[config.mk]
export PLATFORM = sky130hd
export DESIGN_NAME = boid_update_engine_flat
export DESIGN_NICKNAME = d
export VERILOG_FILES = /design/src/rtl/boid_pkg.sv /design/src/rtl/boid_update_engine_if.sv /design/src/rtl/boid_axis_update.sv /design/src/rtl/boid_update_engine.sv /design/src/flat_wrapper.sv
export SDC_FILE = /design/constraint.sdc
export NUM_CORES = 1
export LEC_CHECK = 0
export ABC_AREA = 1
export BUFFER_PORTS_ARGS = -buffer_cell sky130_fd_sc_hd__buf_2
export CAP_MARGIN = 20
export CORE_UTILIZATION = 54
export CTS_CLUSTER_SIZE = 8
export DETAILED_ROUTE_END_ITERATION = 12
export PLACE_DENSITY = 0.78
export SLEW_MARGIN = 10
export SYNTH_ARGS = -nofsm -noshare
export SYNTH_HDL_FRONTEND = slang
export SYNTH_HIERARCHICAL = 1
export SYNTH_SLANG_ARGS = --single-unit
[constraint.sdc]
create_clock -name clk -period 7.6 [get_ports clk]
set_input_delay 0.38 -clock clk [delete_from_list [all_inputs] [get_ports clk]]
set_output_delay 0.38 -clock clk [all_outputs]
set_load 0.02 [all_outputs]
[src/rtl/boid_pkg.sv]
// Shared types and constants for the boid per-frame integration engine.
// Positions and velocities are signed Q16.16 words.
package boid_pkg;

    typedef logic signed [31:0] fix32_t;

    localparam int         FRAC_BITS = 16;
    localparam logic [6:0] WB_ALL    = 7'h7F;

    localparam int     LEFT_MARGIN_DEF   = 100;
    localparam int     RIGHT_MARGIN_DEF  = 540;
    localparam int     TOP_MARGIN_DEF    = 100;
    localparam int     BOTTOM_MARGIN_DEF = 380;
    localparam fix32_t TURN_DEF          = 32'sd13107;
    localparam fix32_t MAX_SPEED_DEF     = 32'sd393216;

    typedef enum logic [2:0] {
        S_IDLE,
        S_LOAD,
        S_VEL,
        S_LIMIT,
        S_WRITE,
        S_DONE
    } state_t;

endpackage

[src/rtl/boid_update_engine_if.sv]
// Handshake plus boid-memory read/write bus of the update engine.
// master = engine side, slave = memory / controller side.
interface boid_update_engine_if #(
    parameter int IDX_W = 2
);
    import boid_pkg::*;

    logic             start;
    logic             busy;
    logic             done;
    logic [IDX_W-1:0] which_boid;
    logic [6:0]       wb_en;

    fix32_t x_out_32, y_out_32, vx_out_32, vy_out_32, vx_acc_out, vy_acc_out;
    fix32_t x_in_32, y_in_32, vx_in_32, vy_in_32, vx_acc_in, vy_acc_in;

    modport master (
        input  start,
        input  x_out_32, y_out_32, vx_out_32, vy_out_32, vx_acc_out, vy_acc_out,
        output busy, done, which_boid, wb_en,
        output x_in_32, y_in_32, vx_in_32, vy_in_32, vx_acc_in, vy_acc_in
    );

    modport slave (
        output start,
        output x_out_32, y_out_32, vx_out_32, vy_out_32, vx_acc_out, vy_acc_out,
        input  busy, done, which_boid, wb_en,
        input  x_in_32, y_in_32, vx_in_32, vy_in_32, vx_acc_in, vy_acc_in
    );

endinterface

[src/rtl/boid_axis_update.sv]
// One axis of the boid integration: add acceleration, screen-margin turn,
// per-axis speed clamp and position advance. Purely combinational.
module boid_axis_update
    import boid_pkg::*;
#(
    parameter fix32_t TURN      = TURN_DEF,
    parameter fix32_t MAX_SPEED = MAX_SPEED_DEF
) (
    input  fix32_t pos_i,
    input  fix32_t vel_i,
    input  fix32_t acc_i,
    input  fix32_t lo_margin_i,
    input  fix32_t hi_margin_i,
    output fix32_t vel_o,
    output fix32_t pos_o
);

    fix32_t pixel;
    fix32_t vel_turn;

    always_comb begin
        // NOTE: every variable gets a default before any condition, so no path infers a latch.
        pixel    = pos_i >>> FRAC_BITS;
        vel_turn = vel_i + acc_i;

        if (pixel < lo_margin_i) vel_turn = vel_turn + TURN;
        if (pixel > hi_margin_i) vel_turn = vel_turn - TURN;

        vel_o = vel_turn;
        if (vel_turn > MAX_SPEED)       vel_o = MAX_SPEED;
        else if (vel_turn < -MAX_SPEED) vel_o = -MAX_SPEED;

        pos_o = pos_i + vel_o;
    end

endmodule

[src/rtl/boid_update_engine.sv]
// Per-frame boid integrator: walks every boid, updates velocity/position and
// clears the accumulators. `reset` is asynchronous and active-low.
module boid_update_engine
    import boid_pkg::*;
#(
    parameter int     num_boids     = 2,
    parameter int     LEFT_MARGIN   = LEFT_MARGIN_DEF,
    parameter int     RIGHT_MARGIN  = RIGHT_MARGIN_DEF,
    parameter int     TOP_MARGIN    = TOP_MARGIN_DEF,
    parameter int     BOTTOM_MARGIN = BOTTOM_MARGIN_DEF,
    parameter fix32_t TURN          = TURN_DEF,
    parameter fix32_t MAX_SPEED     = MAX_SPEED_DEF
) (
    input logic                  clk,
    input logic                  reset,
    boid_update_engine_if.master bus
);

    localparam int IDX_W = $clog2(num_boids) + 1;

    state_t           state_q;
    logic [IDX_W-1:0] index_q;
    logic [IDX_W-1:0] which_q;
    logic             busy_q;
    logic             done_q;
    logic [6:0]       wb_en_q;

    fix32_t x_q, y_q, vx_q, vy_q, vx_acc_q, vy_acc_q;
    fix32_t x_nxt_q, y_nxt_q, vx_nxt_q, vy_nxt_q;
    fix32_t x_wr_q, y_wr_q, vx_wr_q, vy_wr_q;
    fix32_t x_new, y_new, vx_new, vy_new;

    boid_axis_update #(.TURN(TURN), .MAX_SPEED(MAX_SPEED)) u_axis_x (
        .pos_i       (x_q),
        .vel_i       (vx_q),
        .acc_i       (vx_acc_q),
        .lo_margin_i (fix32_t'(LEFT_MARGIN)),
        .hi_margin_i (fix32_t'(RIGHT_MARGIN)),
        .vel_o       (vx_new),
        .pos_o       (x_new)
    );

    boid_axis_update #(.TURN(TURN), .MAX_SPEED(MAX_SPEED)) u_axis_y (
        .pos_i       (y_q),
        .vel_i       (vy_q),
        .acc_i       (vy_acc_q),
        .lo_margin_i (fix32_t'(TOP_MARGIN)),
        .hi_margin_i (fix32_t'(BOTTOM_MARGIN)),
        .vel_o       (vy_new),
        .pos_o       (y_new)
    );

    always_ff @(posedge clk or negedge reset) begin
        if (!reset) begin
            state_q  <= S_IDLE;
            index_q  <= '0;
            which_q  <= '0;
            busy_q   <= 1'b0;
            done_q   <= 1'b0;
            wb_en_q  <= '0;
            x_q      <= '0;  y_q      <= '0;
            vx_q     <= '0;  vy_q     <= '0;
            vx_acc_q <= '0;  vy_acc_q <= '0;
            x_nxt_q  <= '0;  y_nxt_q  <= '0;
            vx_nxt_q <= '0;  vy_nxt_q <= '0;
            x_wr_q   <= '0;  y_wr_q   <= '0;
            vx_wr_q  <= '0;  vy_wr_q  <= '0;
        end else begin
            // NOTE: non-blocking only; each stage sees the other registers as they were before this edge.
            wb_en_q <= '0;
            done_q  <= 1'b0;
            unique case (state_q)
                S_IDLE: begin
                    if (bus.start) begin
                        busy_q  <= 1'b1;
                        which_q <= index_q;
                        state_q <= S_LOAD;
                    end
                end
                S_LOAD: begin
                    x_q      <= bus.x_out_32;
                    y_q      <= bus.y_out_32;
                    vx_q     <= bus.vx_out_32;
                    vy_q     <= bus.vy_out_32;
                    vx_acc_q <= bus.vx_acc_out;
                    vy_acc_q <= bus.vy_acc_out;
                    state_q  <= S_VEL;
                end
                S_VEL: begin
                    vx_nxt_q <= vx_new;
                    vy_nxt_q <= vy_new;
                    x_nxt_q  <= x_new;
                    y_nxt_q  <= y_new;
                    state_q  <= S_LIMIT;
                end
                S_LIMIT: begin
                    x_wr_q  <= x_nxt_q;
                    y_wr_q  <= y_nxt_q;
                    vx_wr_q <= vx_nxt_q;
                    vy_wr_q <= vy_nxt_q;
                    wb_en_q <= WB_ALL;
                    state_q <= S_WRITE;
                end
                S_WRITE: begin
                    if (index_q == IDX_W'(num_boids - 1)) begin
                        index_q <= '0;
                        which_q <= '0;
                        done_q  <= 1'b1;
                        state_q <= S_DONE;
                    end else begin
                        index_q <= index_q + 1'b1;
                        which_q <= index_q + 1'b1;
                        state_q <= S_LOAD;
                    end
                end
                S_DONE: begin
                    busy_q  <= 1'b0;
                    state_q <= S_IDLE;
                end
                default: state_q <= S_IDLE;
            endcase
        end
    end

    assign bus.busy       = busy_q;
    assign bus.done       = done_q;
    assign bus.which_boid = which_q;
    assign bus.wb_en      = wb_en_q;
    assign bus.x_in_32    = x_wr_q;
    assign bus.y_in_32    = y_wr_q;
    assign bus.vx_in_32   = vx_wr_q;
    assign bus.vy_in_32   = vy_wr_q;
    assign bus.vx_acc_in  = '0;
    assign bus.vy_acc_in  = '0;

endmodule

[src/flat_wrapper.sv]
// flat-port wrapper written by rule: the top's interface ports become plain ports
module boid_update_engine_flat import boid_pkg::*;
#(
    parameter int     num_boids     = 2,
    parameter int     LEFT_MARGIN   = LEFT_MARGIN_DEF,
    parameter int     RIGHT_MARGIN  = RIGHT_MARGIN_DEF,
    parameter int     TOP_MARGIN    = TOP_MARGIN_DEF,
    parameter int     BOTTOM_MARGIN = BOTTOM_MARGIN_DEF,
    parameter fix32_t TURN          = TURN_DEF,
    parameter fix32_t MAX_SPEED     = MAX_SPEED_DEF
)
  (clk, reset, bus_start, bus_x_out_32, bus_y_out_32, bus_vx_out_32, bus_vy_out_32, bus_vx_acc_out, bus_vy_acc_out, bus_busy, bus_done, bus_which_boid, bus_wb_en, bus_x_in_32, bus_y_in_32, bus_vx_in_32, bus_vy_in_32, bus_vx_acc_in, bus_vy_acc_in);
  boid_update_engine_if #(.IDX_W(($clog2((2)) + 1))) bus_i ();
  input logic clk;
  input logic reset;
  input wire logic [$bits(bus_i.start)-1:0] bus_start;
  input wire logic [$bits(bus_i.x_out_32)-1:0] bus_x_out_32;
  input wire logic [$bits(bus_i.y_out_32)-1:0] bus_y_out_32;
  input wire logic [$bits(bus_i.vx_out_32)-1:0] bus_vx_out_32;
  input wire logic [$bits(bus_i.vy_out_32)-1:0] bus_vy_out_32;
  input wire logic [$bits(bus_i.vx_acc_out)-1:0] bus_vx_acc_out;
  input wire logic [$bits(bus_i.vy_acc_out)-1:0] bus_vy_acc_out;
  output wire logic [$bits(bus_i.busy)-1:0] bus_busy;
  output wire logic [$bits(bus_i.done)-1:0] bus_done;
  output wire logic [$bits(bus_i.which_boid)-1:0] bus_which_boid;
  output wire logic [$bits(bus_i.wb_en)-1:0] bus_wb_en;
  output wire logic [$bits(bus_i.x_in_32)-1:0] bus_x_in_32;
  output wire logic [$bits(bus_i.y_in_32)-1:0] bus_y_in_32;
  output wire logic [$bits(bus_i.vx_in_32)-1:0] bus_vx_in_32;
  output wire logic [$bits(bus_i.vy_in_32)-1:0] bus_vy_in_32;
  output wire logic [$bits(bus_i.vx_acc_in)-1:0] bus_vx_acc_in;
  output wire logic [$bits(bus_i.vy_acc_in)-1:0] bus_vy_acc_in;
  assign bus_i.start = bus_start;
  assign bus_i.x_out_32 = bus_x_out_32;
  assign bus_i.y_out_32 = bus_y_out_32;
  assign bus_i.vx_out_32 = bus_vx_out_32;
  assign bus_i.vy_out_32 = bus_vy_out_32;
  assign bus_i.vx_acc_out = bus_vx_acc_out;
  assign bus_i.vy_acc_out = bus_vy_acc_out;
  assign bus_busy = bus_i.busy;
  assign bus_done = bus_i.done;
  assign bus_which_boid = bus_i.which_boid;
  assign bus_wb_en = bus_i.wb_en;
  assign bus_x_in_32 = bus_i.x_in_32;
  assign bus_y_in_32 = bus_i.y_in_32;
  assign bus_vx_in_32 = bus_i.vx_in_32;
  assign bus_vy_in_32 = bus_i.vy_in_32;
  assign bus_vx_acc_in = bus_i.vx_acc_in;
  assign bus_vy_acc_in = bus_i.vy_acc_in;
  boid_update_engine #(.num_boids(num_boids), .LEFT_MARGIN(LEFT_MARGIN), .RIGHT_MARGIN(RIGHT_MARGIN), .TOP_MARGIN(TOP_MARGIN), .BOTTOM_MARGIN(BOTTOM_MARGIN), .TURN(TURN), .MAX_SPEED(MAX_SPEED)) u_core (.clk(clk), .reset(reset), .bus(bus_i));
endmodule
# Word level (Yosys, flattened, before mapping)

Index checks and enable logic that the tools add are counted.
W data, S select, Z words.

RAM bits: 0
Logic and storage cells: 68
Bits in latches: 0
Memory bits (read-only): 0
Memories kept: 0
Bits of input ports: 195
Register bits after elaboration: 464
Output and inout bits: 203

Divide/modulo/power cells: 0
Add/sub/neg operators: 9
Muxes and demuxes: 19
Equality and inequality tests: 7
Order comparisons: 8
Reduce and logical (&&, ||, !) cells: 5
Multiply operators: 0
Shifts and indexed selects: 0
Bitwise logic cells: 0

Operator list:

| operator                 | count |
|---|---|
| $mux W32                 | 8 |
| $add A32 B32 Y32         | 4 |
| $add A32 B15 Y32 const B | 2 |
| $gt A32 B20 Y1 const B   | 2 |
| $lt A32 B20 Y1 const B   | 2 |
| $sub A32 B15 Y32 const B | 2 |
| $lt A16 B8 Y1 const B    | 2 |
| $gt A16 B10 Y1 const B   | 1 |
| $gt A16 B11 Y1 const B   | 1 |
| $pmux W3 S5              | 1 |
| $mux W7                  | 1 |
| $eq A3 B2 Y1 const B     | 2 |
| $eq A3 B3 Y1 const B     | 2 |
| $mux W3                  | 2 |
| $mux W2                  | 2 |
| $pmux W2 S2              | 1 |
| $reduce_and A2 Y1        | 2 |
| $reduce_bool A2 Y1       | 2 |
| $eq A3 B1 Y1 const B     | 1 |
| $logic_not A3 Y1         | 1 |
| $mux W1                  | 3 |
| $add A2 B1 Y2 const B    | 1 |
| $eq A2 B1 Y1 const B     | 1 |
| $ne A2 B2 Y1 const B     | 1 |
| $pmux W1 S2              | 1 |

# Logic depth before layout (Yosys ltp)

Gate-level depths: netlist of the first run.

Depth in word-level cells: 9
Depth in mapped cells: 61
Gate-level depth less buffers: 60

# Cells and area by module

Netlist of the first run, hierarchy kept.

By module, submodules not included:

| module                              | cells each | instances | area an instance (um^2) | seq. area each (um^2) |
|---|---|---|---|---|
| boid_update_engine                  | 1876       | 1         | 17788.3                 | 11461.0 |
| boid_axis_update at u_core.u_axis_y | 1443       | 1         | 7916.3                  | 0.0 |
| boid_axis_update at u_core.u_axis_x | 1495       | 1         | 7892.6                  | 0.0 |

# Least setup slack after synthesis of the first run

Ideal clock, no wire load.

Path type: flip-flop to flip-flop
From: reg u_core.y_q[31]
To: reg u_core.y_nxt_q[30]
Path slack: -106 ps
Stages on the path, launching flop included: 53
Arrival time: 7629 ps
Buffers on the path: 1
Data required time: 7523 ps
Clock period less this slack: 7706 ps
Library setup time: 77 ps
Path through: dfrtp_1 > ha_1 > a21oi_1 > nor2_1 > nor2_1 > nand3_1 > a21oi_2 > nand2_4 > nand2_2 > nand2_2 > nand2_2 > nand2_1 > ha_1 > inv_1 > nand3_1 > nand2_1 > nand2_1 > nand3_2 > (+17 left out) > inv_1 > a21oi_1 > o21ai_0 > nand2_1 > nand2_1 > a21oi_1 > o21ai_0 > a21oi_1 > inv_1 > nand2_1 > nand3_1 > inv_1 > o21ai_0 > inv_1 > o31ai_1 > xor2_1 > nor2_1 > a21oi_1

Longest elaborated chain between the ends: 8
Elaborated cells between the ends (all ways): 10
Those cells by class: add/sub (2); order compare (4); mux (4)

RTL lines:

| element                  | RTL line                 | text |
|---|---|---|
| start: declaration       | boid_update_engine.sv:28 | `fix32_t x_q, y_q, vx_q, vy_q, vx_acc_q, vy_acc_q;` |
| start signal: assignment | boid_update_engine.sv:82 | `y_q <= bus.y_out_32;` |
| $lt A16 B8 Y1            | boid_axis_update.sv:26   | `if (pixel < lo_margin_i) vel_turn = vel_turn + TURN;` |
| $mux W32                 | boid_axis_update.sv:26   |  |
| $sub A32 B15 Y32         | boid_axis_update.sv:27   | `if (pixel > hi_margin_i) vel_turn = vel_turn - TURN;` |
| $mux W32 (*)             | boid_axis_update.sv:27   |  |
| $lt A32 B20 Y1           | boid_axis_update.sv:31   | `else if (vel_turn < -MAX_SPEED) vel_o = -MAX_SPEED;` |
| $mux W32                 | boid_axis_update.sv:31   |  |
| $mux W32 (*)             | boid_axis_update.sv:30   | `if (vel_turn > MAX_SPEED) vel_o = MAX_SPEED;` |
| via u_core.vy_new[0]     | boid_update_engine.sv:31 | `fix32_t x_new, y_new, vx_new, vy_new;` |
| $add A32 B32 Y32 (*)     | boid_axis_update.sv:33   | `pos_o = pos_i + vel_o;` |
| via u_core.y_new[30]     | boid_update_engine.sv:31 |  |
| end signal: assignment   | boid_update_engine.sv:93 | `y_nxt_q <= y_new;` |
| end: declaration         | boid_update_engine.sv:29 | `fix32_t x_nxt_q, y_nxt_q, vx_nxt_q, vy_nxt_q;` |

The timed path passes the listed nets; every way through them passes the cells marked *.
A chain may end at the register's enable or synchronous reset.

# Worst setup path in the final report of the first run

From: reg u_core.vx_q[0]
To: reg u_core.x_nxt_q[30]

Longest elaborated chain between the ends: 9
Elaborated cells between the ends (all ways): 10
Those cells by class: add/sub (4); order compare (2); mux (4)

RTL lines:

| element                  | RTL line                 | text |
|---|---|---|
| start: declaration       | boid_update_engine.sv:28 |  |
| start signal: assignment | boid_update_engine.sv:83 | `vx_q <= bus.vx_out_32;` |
| $add A32 B32 Y32 (*)     | boid_axis_update.sv:24   | `vel_turn = vel_i + acc_i;` |
| $add A32 B15 Y32         | boid_axis_update.sv:26   |  |
| $mux W32 (*)             | boid_axis_update.sv:26   |  |
| $sub A32 B15 Y32         | boid_axis_update.sv:27   |  |
| $mux W32 (*)             | boid_axis_update.sv:27   |  |
| $lt A32 B20 Y1           | boid_axis_update.sv:31   |  |
| $mux W32                 | boid_axis_update.sv:31   |  |
| $mux W32 (*)             | boid_axis_update.sv:30   |  |
| via u_core.vx_new[3]     | boid_update_engine.sv:31 |  |
| $add A32 B32 Y32 (*)     | boid_axis_update.sv:33   |  |
| via u_core.x_new[30]     | boid_update_engine.sv:31 |  |
| end signal: assignment   | boid_update_engine.sv:92 | `x_nxt_q <= x_new;` |
| end: declaration         | boid_update_engine.sv:29 |  |

Marks and branches as above.

==> run summary, run 1 <==
Pin count of the biggest net entering global routing: 236
GRT Total Usage: 0.291
# H-tree levels: 3
Clk slew on worst S/H paths: 50 ps
Slew Viols, Final: 0
Count leader, synth: nand2_1
Slowest-stage cell, CP: fa_2
Post-synth EDFFs: 0
Initial antenna violation count: 0
WP data required: 8050 ps
Reg-to-reg startpoint: u_core/vx_q[0]
Startpoint types: register
RSZ-0062 raised after global routing: true
Syn_area_per_cell: 6.98 µm²
Detailed-placement wirelength estimate: 71400 µm
Share of flip-flops with an asynchronous set or reset: 1.00
Root Driver: clkbuf_16
Hold worst-path end: u_core/vy_acc_q[29]
Cell taking the most area after synthesis: dfrtp_1
Synth unique cells: 52
Sequential element share of the synthesized area: 0.341
Hold Path Depth: 3
Die Wd: 251 µm
Register bit total from synthesis: 458
Post-DR vias/cell: 5.06
Final min period: 7230 ps
Fin cells: 6397
DRC viols: 0
Clock buffer depth: 3
R2r worst-path depth: 50
Clk_skew: 15.6 ps
Synthesized area: 33600 µm²
Relative slew slack: 0.221
Top cells by area, synth: dfrtp_1 34%, nand2_1 14%, ha_1 9.5%
Iteration-0 DRC Markers: 2194
TritonCTS clock tree: built
Worst Path Arrival: 7670 ps
CP Capture Type: register
Clock Latency Late Sink: 610 ps
Max stage delay on crit path: 530 ps
CP Max Fanout: 8
Die area: 63200 µm²
Maxcap violations: 0
Port Buffers: 333
CORE AREA: 61600 µm²
Reg2reg setup slack: 370 ps
Hold Crit Class: input pin to register
Synth Flop Type: dfrtp_1
Final Hold Violating Endpoints: 0
Cells after Synth: 4814
Fraction of layout cells with a size suffix above 1: 0.180
Final WL: 94000 µm
Area Overhead vs Synth: 22.2%
CTS Buf Count: 67
Final setup violating endpoints: 0
Placed cells: 6220
Avg WL per Cell: 14.7 µm
Drt pass-1 iters: 6
CTS Sinks: 458
Vias in the first global route: 30.5k
Final #Nets: 6004
First-pass GRT wire length: 149000 µm
Rows: 91
I/O Pins: 398
Final period util: 0.951
Setup CP Type: register to register
Initial Utilization: 0.545
Slew @ Worst Pin: 1170 ps
RR Endpoint: u_core/x_nxt_q[30]
Synth top cells by count: 1279 x nand2_1, 813 x inv_1, 458 x dfrtp_1, 360 x nor2_1, 331 x a21oi_1
Gpl congestion: 0.958
GR Overflow Total: 0
DR vias: 32.4k
Hold wc startpoint: bus_vy_acc_out[29]
# diodes: 0
Die H: 251 µm
Number of routed nets with antenna violations: 0
Status: finished, final reports clean
Post-synth top area share: 0.341
Max Freq: 138 MHz
Yosys warnings: 6
[metal layers]
layer  GRT usage  up-vias  share of wire
met5           0        -              0
met4       0.108        0          0.031
met3      0.0345      169          0.046
met2       0.504      823           0.49
met1       0.374    15000           0.44
li1            -    16400              -
[area by class of cell]
class,count,area [µm²]
fill,5277,20500
multi-input combinational,3523,19100
sequential,458,11500
timing repair buffer,661,4430
inverter,838,3160
clock buffer,74,1710
tap,837,1050
clock inverter,6,118
[through the flow]
step	cell area, µm²	setup slack, ps	hold WS, ps	setup TNS, ps	util
final	41100	374	20.6	0	0.666
after global routing	41100	-122	19.7	-696	0.666
after CTS	40300	2.70	0.485	0	0.655
after detailed placement	37700	-237	435	-896	0.611
after global placement	37700	-102	434	-198	0.611
after floorplan	34300	160	84.4	0	-
[repair_timing]
| item | CTS | global route |
|---|---|---|
| setup buffers | 1 | 16 |
| setup endpoints to repair | 10 | 28 |
| gates resized for setup | 12 | 168 |
| pin swaps | 0 | 55 |
| hold buffers | 80 | 0 |
| endpoints found under the hold margin | 166 | 0 |
[critical path: cells and delay by family (launching register included)]
kind,cells,cell delay [ps]
xor+xnor,2,330
flops,1,390
compound gates,15,1960
fa+ha+maj,5,1450
buf+inv,7,490
simple gates,21,2430
[placed cells by master (no fill, tap or decap), types with 192 or more instances in the layout]
master and count:
a21oi_1 313, buf_2 332, buf_4 238, conb_1 192, dfrtp_1 456, ha_1 238, inv_1 810, nand2_1 1245
nand3_1 231, nor2_1 332, o21ai_1 299
[kinds of logic (layout without fill, tap and decap cells)]
family / count (synthesis) / after routing / synth area share
AOI/OAI and AO/OA: 787 / 787 / 0.122
xor gates and xnor gates: 103 / 103 / 0.0273
adders and majority gates: 260 / 260 / 0.0977
buffers and inverters: 1023 / 1579 / 0.130
DFF: 458 / 458 / 0.341
other: 2 / 192 / 0.000224
and+or+nand+nor: 2181 / 2181 / 0.282
[worst max path at each step]
stage	from	to	slack, ps	cells past startpoint
2_1_floorplan	u_core/vx_q[0]	u_core/x_nxt_q[28]	160	53
3_3_place_gp	u_core/vx_q[0]	u_core/x_nxt_q[29]	-100	48
3_5_place_dp	u_core/vx_q[0]	u_core/x_nxt_q[29]	-240	48
4_1_cts	u_core/vy_q[0]	u_core/y_nxt_q[31]	3	55
5_1_grt	u_core/vx_q[0]	u_core/x_nxt_q[30]	-120	52
6_report	u_core/vx_q[0]	u_core/x_nxt_q[30]	370	50
Power of run 1 is left out: the tool's default activity adds up to more than one toggle a clock period on the data nets, which glitch-free logic cannot reach.
==> run 2, diff against run 1 <==
REMOVE_ABC_BUFFERS = 1   (was unset)
==> run 2 against run 1 <==
Net effect: die area stayed put; global-route usage shrank 2.8 points; setup slack better by 1.1 ps; flip-flop and latch count unchanged; via count is 2.9% lower; register-to-register slack about the same; critical endpoint unchanged; utilization shrank 0.89 points; maximum frequency about the same.
==> run summary, run 2 (synthesis results as in run 1) <==
Status: finished, final reports clean
Slowest-stage cell, CP: fa_2
Die area: 63200 µm²
Port Buffers: 333
Clk_skew: 22.9 ps
TritonCTS clock tree: built
Die Wd: 251 µm
CP Max Fanout: 8
Crit path max-delay family: simple AND/OR/NAND/NOR gates
Final #Nets: 5897
Iteration-0 DRC Markers: 2109
RSZ-0062 raised after global routing: true
# H-tree levels: 3
Vias in the first global route: 29.1k
R2r worst-path depth: 52
Area of the multi-input gates: 19300 µm²
Final WL: 85100 µm
Avg WL per Cell: 13.5 µm
Clock Latency Late Sink: 600 ps
Register area: 11500 µm²
DP Worst Slack: -228 ps
Fraction of layout cells with a size suffix above 1: 0.169
Most common cell after layout, fill and taps aside: nand2_1
Final setup violating endpoints: 0
Die H: 251 µm
GR Overflow Total: 0
Gpl congestion: 0.923
First-pass GRT wire length: 138000 µm
Area Overhead vs Synth: 20.6%
Final min period: 7230 ps
Rows: 91
Hold Path Depth: 3
WP data required: 8030 ps
I/O Pins: 398
Clk slew on worst S/H paths: 50 ps
# diodes: 0
Final Hold Violating Endpoints: 0
GRT Total Usage: 0.264
Max Freq: 138 MHz
Final period util: 0.951
Drt pass-1 iters: 6
CORE AREA: 61600 µm²
Most frequent cells in the layout: 1233 x nand2_1, 802 x inv_1, 454 x dfrtp_1, 333 x buf_2, 333 x nor2_1
Hold Crit Class: input pin to register
Pin count of the biggest net entering global routing: 261
Detailed-placement wirelength estimate: 62900 µm
Root Driver: clkbuf_16
Slew Viols, Final: 0
CTS Buf Count: 67
Setup TNS: 0 ps
Initial Utilization: 0.545
Hold Slack: 30.5 ps
DR vias: 31.4k
Max stage delay on crit path: 540 ps
CTS Sinks: 458
DRC viols: 0
Startpoint types: register
CP bufs+invs: 8
Initial antenna violation count: 1
CP Capture Type: register
Critical Path Most Common Cell: nand2_2
Relative slew slack: 0.201
Number of routed nets with antenna violations: 0
Slew @ Worst Pin: 1200 ps
Post-DR vias/cell: 5.00
Clock buffer depth: 3
Worst Path Arrival: 7660 ps
Post-route setup slack: 375 ps
Maxcap violations: 0
Critical Path Stages: 52
Setup CP Type: register to register
Fillers: 5277
==> run 2: cell count changes in the layout (fill, tap and decap cells not counted), sizes merged <==
cell / before / now
buf: 580 / 462
clkbuf: 75 / 72
clkinv: 4 / 9
clkinvlp: 1 / 0
dlygate4sd3: 80 / 90
inv: 839 / 836
==> run 2: area by class of cell <==
cell class	count	area share
multi-input cells	3523	0.477
flip-flops and latches	458	0.283
repair buffers	554	0.0911
inverters	838	0.0778
clock buffers	70	0.0424
well taps	837	0.0259
clock inverters	7	0.00303
==> run 2: routing by layer <==
layer / vias up / GRT usage / part of all wire / routed length (µm)
met4: 2 / 0.0713 / 0.020 / 1700
met1: 14400 / 0.372 / 0.47 / 40400
met3: 108 / 0.0423 / 0.050 / 4250
li1: 16200 / - / - / -
met5: - / 0 / 0.000082 / 7
met2: 670 / 0.420 / 0.46 / 38800
==> run 2: worst paths after layout <==
path,start,slack (ps),endpoint
max,u_core/vx_acc_q[0],370,u_core/x_nxt_q[30]
min,bus_vx_out_32[29],30,u_core/vx_q[29]
max reg2reg,u_core/vx_acc_q[0],370,u_core/x_nxt_q[30]
min reg2reg,u_core/bus.x_in_32[28],470,u_core/bus.x_in_32[28]
max in group asynchronous,reset,5770,u_core/x_q[30]
min in group asynchronous,reset,360,u_core/bus.vy_in_32[21]
==> run 2: stage by stage <==
| stage | utilization | instances | area [µm²] |
|---|---|---|---|
| finish | 0.658 | 6287 | 40500 |
| global route | 0.658 | 6287 | 40500 |
| CTS | 0.640 | 6252 | 39400 |
| detailed placement | 0.595 | 6085 | 36700 |
| global placement | 0.595 | 6085 | 36700 |
| floorplan | - | 4819 | 33100 |
==> run 2: repair_timing <==
| action | CTS | global route |
|---|---|---|
| resized for setup | 12 | 221 |
| hold buffers | 90 | 0 |
| endpoints found under the hold margin | 162 | 0 |
| cloned | 0 | 2 |
| pin swaps | 0 | 90 |
| setup buffers | 0 | 33 |
| endpoints found under the setup margin | 8 | 28 |
==> run 2: worst register-to-register path: cells and delay by family, from the launching register on <==
kind | cells | cell delay, ps
and+or+nand+nor | 23 | 2330
AOI/OAI and AO/OA | 14 | 1990
adders and majority gates | 5 | 1430
buffers and inverters | 8 | 590
DFF | 1 | 410
xor gates and xnor gates | 2 | 320
Power of run 2 is left out for the same reason.
